## config.mk

```make
export PLATFORM = sky130hd
export DESIGN_NAME = serial_tx_flat
export DESIGN_NICKNAME = d
export VERILOG_FILES = /design/src/rtl/serial_tx_if.sv /design/src/rtl/serial_tx.sv /design/src/flat_wrapper.sv
export SDC_FILE = /design/constraint.sdc
export NUM_CORES = 1
export LEC_CHECK = 0
export BUFFER_PORTS_ARGS = -buffer_cell sky130_fd_sc_hd__buf_2
export CORE_MARGIN = 2
export CORE_UTILIZATION = 48
export CTS_CLUSTER_DIAMETER = 120
export DETAILED_ROUTE_END_ITERATION = 16
export PLACE_DENSITY_LB_ADDON = 0.1
export REMOVE_ABC_BUFFERS = 1
export SLEW_MARGIN = 40
export SYNTH_ARGS = -nofsm -noshare
export SYNTH_HDL_FRONTEND = slang
export SYNTH_SLANG_ARGS = --single-unit
```

## constraint.sdc

```tcl
create_clock -name clk -period 3.2 [get_ports clk]
set_input_delay 0.16 -clock clk [delete_from_list [all_inputs] [get_ports clk]]
set_output_delay 0.16 -clock clk [all_outputs]
set_load 0.005 [all_outputs]
```

## src/rtl/serial_tx_if.sv

```systemverilog
// Upstream word handshake into the serial transmitter.
interface serial_tx_if #(
    parameter int DATA_W = 8
);
    logic              tx_valid;
    logic [DATA_W-1:0] tx_data;
    logic              tx_ready;

    modport master (output tx_valid, output tx_data, input tx_ready);
    modport slave  (input tx_valid, input tx_data, output tx_ready);
endinterface

```

## src/rtl/serial_tx.sv

```systemverilog
// Parallel-to-serial frame transmitter: start(0), data LSB first, optional even parity, stop(1).
//
// state  | meaning
// IDLE   | line high, ready for a word
// START  | driving start bit (0)
// DATA   | shifting data bits out LSB first
// PARITY | driving even-parity bit
// STOP   | driving stop bit (1)
module serial_tx #(
    parameter int DATA_W       = 8,
    parameter int CLKS_PER_BIT = 4,
    parameter int PARITY_EN    = 1
) (
    input  logic           clk,
    input  logic           reset,
    serial_tx_if.slave     tx_if,
    output logic           tx_out,
    output logic           busy
);
    localparam int CW = (CLKS_PER_BIT > 1) ? $clog2(CLKS_PER_BIT) : 1;
    localparam int IW = (DATA_W > 1) ? $clog2(DATA_W) : 1;

    typedef enum logic [2:0] {IDLE, START, DATA, PARITY, STOP} state_t;

    state_t            state;
    logic [CW-1:0]     bit_cnt;
    logic [IW-1:0]     idx;
    logic [DATA_W-1:0] shreg;
    logic [DATA_W-1:0] shreg_next;
    logic              parity;
    logic              last_clk;
    logic              last_idx;

    assign tx_if.tx_ready = (state == IDLE);
    assign shreg_next     = shreg >> 1;
    assign last_clk       = (bit_cnt == CW'(CLKS_PER_BIT - 1));
    assign last_idx       = (idx == IW'(DATA_W - 1));

    always_ff @(posedge clk or negedge reset) begin
        if (!reset) begin
            state   <= IDLE;
            bit_cnt <= '0;
            idx     <= '0;
            shreg   <= '0;
            parity  <= 1'b0;
            tx_out  <= 1'b1;
            busy    <= 1'b0;
        end else begin
            if (state != IDLE) begin
                bit_cnt <= last_clk ? '0 : bit_cnt + 1'b1;
            end
            case (state)
                IDLE: begin
                    if (tx_if.tx_valid) begin
                        shreg   <= tx_if.tx_data;
                        parity  <= ^tx_if.tx_data;
                        bit_cnt <= '0;
                        idx     <= '0;
                        tx_out  <= 1'b0;
                        busy    <= 1'b1;
                        state   <= START;
                    end
                end
                START: begin
                    if (last_clk) begin
                        tx_out <= shreg[0];
                        state  <= DATA;
                    end
                end
                DATA: begin
                    if (last_clk) begin
                        if (last_idx) begin
                            if (PARITY_EN != 0) begin
                                tx_out <= parity;
                                state  <= PARITY;
                            end else begin
                                tx_out <= 1'b1;
                                state  <= STOP;
                            end
                        end else begin
                            // next data bit comes from the word after this shift
                            shreg  <= shreg_next;
                            tx_out <= shreg_next[0];
                            idx    <= idx + 1'b1;
                        end
                    end
                end
                PARITY: begin
                    if (last_clk) begin
                        tx_out <= 1'b1;
                        state  <= STOP;
                    end
                end
                STOP: begin
                    if (last_clk) begin
                        tx_out <= 1'b1;
                        busy   <= 1'b0;
                        state  <= IDLE;
                    end
                end
                default: begin
                    tx_out <= 1'b1;
                    busy   <= 1'b0;
                    state  <= IDLE;
                end
            endcase
        end
    end
endmodule

```

## src/flat_wrapper.sv

```systemverilog
// flat-port wrapper written by rule: the top's interface ports become plain ports
module serial_tx_flat 
#(
    parameter int DATA_W       = 8,
    parameter int CLKS_PER_BIT = 4,
    parameter int PARITY_EN    = 1
)
  (clk, reset, tx_out, busy, tx_if_tx_valid, tx_if_tx_data, tx_if_tx_ready);
  serial_tx_if #(.DATA_W(DATA_W)) tx_if_i ();
  input  logic clk;
  input  logic reset;
  output logic tx_out;
  output logic busy;
  input wire logic [$bits(tx_if_i.tx_valid)-1:0] tx_if_tx_valid;
  input wire logic [$bits(tx_if_i.tx_data)-1:0] tx_if_tx_data;
  output wire logic [$bits(tx_if_i.tx_ready)-1:0] tx_if_tx_ready;
  assign tx_if_i.tx_valid = tx_if_tx_valid;
  assign tx_if_i.tx_data = tx_if_tx_data;
  assign tx_if_tx_ready = tx_if_i.tx_ready;
  serial_tx #(.DATA_W(DATA_W), .CLKS_PER_BIT(CLKS_PER_BIT), .PARITY_EN(PARITY_EN)) u_core (.clk(clk), .reset(reset), .tx_if(tx_if_i), .tx_out(tx_out), .busy(busy));
endmodule
```

==> reports/summary.txt <==
Syn Std Cell Area: 1054 µm²
Max IR drop VDD: 0.5088 mV
status: complete, no violations
worst slew pin tran: 722.7 ps
Leakage Power: 0.5326 nW
Port Buffers: 13
number of enable flip-flop cells after synthesis: 0
Hold Crit Class: in2reg
Clock transition at path regs: 100 ps
largest net degree at the start of global routing: 21
post-synthesis cell type count: 29
initial antenna violation count: 0
clk_lat worst skew: 290 ps
synth top area cells: dfrtp_1 43%, mux2i_1 8.6%, xnor2_1 6.7%
first-pass GRT wire length: 2.987 mm
Root Buffer: clkbuf_4
Max Slew Vio Count: 0
ANT nets after route: 0
flop-to-flop setup slack: 1110 ps
CP cell instances: ha_1 > ha_1 > nand3b_1 > a21boi_2 > mux2_1
die height: 50.85 µm
CTS Buf Count: 3
post-synthesis sequential area ratio: 45.25%
Detailed Route WL: 1.666 mm
H-Tree Depth: 1
Die ar.: 2586 µm²
CP startpoint kind: flop
CP required: 3380 ps
Crit path arrival time: 2270 ps
die width: 50.85 µm
CTS max path bufs: 2
I/O pins: 14
Starting Density: 52.10%
Avg Cell Area, Syn: 10.43 µm²
Tmin final: 2092 ps
Worst Clk Skew: 1.567 ps
TNS Setup: 0 ps
Multi-input gate area: 511.7 µm²
period utilization: 65.37%
# setup viols final: 0
Post-synth ARST share: 100.0%
crit path kind: reg2reg
Remaining DRCs: 0
RSZ-0062 raised after global routing: no
Max-Cap Viols: 0
Mapped Cells: 101
Area Growth Syn to Fin: 8.789%
GRT Overall Usage: 15.43%
drt wl/cell: 11.82 µm
cts repair resizes: 0
Reg area: 476.7 µm²
relative slew slack: 51.54%
Synth Register Bits: 19
Final HPWL DP: 1.275 mm
grt ovf: 0
Hold Fails Final Rpt: 0
antenna cells: 0
Post-Route Utilization: 56.68%
worst-case reg-to-reg path depth: 5
Syn. warnings: 0
layout cells sized above 1: 21.93%
via count: 713
Rows: 16
ys flop type: dfrtp_1
Worst Path Max Fanout: 20
Starting DRT DRC Count: 5
Slowest-stage cell, CP: a21boi_2
# fillers: 189
Yosys top cell area share: 42.76%
drt via density: 5.057
CP Capture Point: u_core.idx[0]
slowest stage delay, CP: 590 ps
r2r endpoint: u_core.idx[0]
r2r startpoint: u_core.idx[0]
PwrDens: 856.4 nW/µm²
Synth area leader: dfrtp_1
most frequent CP cell: ha_1
core area: 2022 µm²
critical path endpoint category: flop
vias in the first global route: 684
nets: 129
TritonCTS clock tree: yes
Critical Path Start: u_core.idx[0]
RD Place Congestion: 0.7439
DR pass1 iterations: 3
Num Clock Sinks: 19
fmax: 478.1 MHz
worst hold start: tx_if_tx_data[7]
[where the power goes]
| part | internal, mW | switching, mW | total [mW] | leakage [nW] |
|---|---|---|---|---|
| Sequential | 0.347 | 0.0967 | 0.444 | 0.223 |
| Combinational | 0.206 | 0.213 | 0.419 | 0.294 |
| Clock | 0.0484 | 0.0698 | 0.118 | 0.0150 |
| Total | 0.602 | 0.379 | 0.982 | 0.533 |
[placed cells by master, fill, tap and decap left out, types with 2 or more instances in the layout]
cell	count
nand2_1	3
mux2i_1	9
nand3b_1	3
xnor2_1	8
inv_1	6
ha_1	3
buf_2	13
nand3_1	2
mux2_4	2
dfrtp_1	18
a21oi_1	9
nor2_1	10
nand4_1	2
o21ai_0	8
clkbuf_4	3
[state kept, by name, indices dropped and copies added, names as in the netlist]
register        count
u_core.busy         1
u_core.parity       1
u_core.tx_out       1
u_core.idx          3
u_core.state        3
u_core.shreg        8
u_core.bit_cnt      2
[metrics by stage]
stage	hold WS (ps)	cell area, µm²	setup slack (ps)	total power [mW]	cells
4_1_cts	137.0	1146	1070	0.9983	141
5_1_grt	153.0	1146	959.7	1.082	141
2_1_floorplan	-135.6	1011	1300	0.7670	96
3_5_place_dp	120.5	1110	1086	0.8782	136
6_report	143.9	1146	1108	0.9815	141
3_3_place_gp	123.7	1110	1144	0.8653	136
[critical path, delay by kind of cell, from the launching register on]
family | cells | cell delay, ps
compound gates | 1 | 590
fa+ha+maj | 2 | 420
flops | 1 | 410
mux | 1 | 380
simple gates | 1 | 180
[cells in the mapped netlist, drive strengths merged (2+ instances only)]
cell,count
nand4,2
dfrtp,18
ha,3
nand3b,3
o21ai,9
nor2,12
xnor2,8
mux2i,9
a21oi,9
inv,6
nor3,2
mux2,3
nand2,4
buf,5
nand3,2
[logic make-up (layout without fill, tap and decap cells)]
family	count (synthesis)	after routing	share of synthesized area (%)
compound gates	22	22	12.71
xor+xnor	8	8	6.651
fa+ha+maj	3	3	3.563
buf+inv	11	24	6.175
flops	19	19	45.25
mux	12	12	12.47
simple gates	26	26	13.18
[final cells by class]
cell class	count	share of cell area, %
Clock buffer	4	2.293
Inverter	6	1.965
Multi-Input combinational cell	71	44.65
Sequential cell	19	41.59
Tap cell	27	2.948
Timing Repair Buffer	14	6.550
[per-layer routing]
| layer | global-route usage [%] | share of wire, % |
|---|---|---|
| met4 | 1.351 | 0.60 |
| met1 | 20.34 | 49 |
| met5 | 0 | 0 |
| met3 | 6.140 | 4.9 |
| met2 | 25.00 | 45 |
[what timing repair did]
item	4_1_cts	5_1_grt
hold buffers	1	0
buffers inserted	0	0
hold endpoints to repair	18	0
[worst min-delay path by stage]
| stage | slack (ps) | to | cells past startpoint |
|---|---|---|---|
| after detailed placement | 120 | u_core.state[1] | 1 |
| after global placement | 120 | u_core.state[0] | 1 |
| final | 140 | u_core.shreg[7] | 3 |
| after CTS | 140 | u_core.shreg[7] | 3 |
| after floorplan | -140 | u_core.bit_cnt[0] | 0 |
| after global routing | 150 | u_core.parity | 2 |
(Power assumes the default switching activity.)
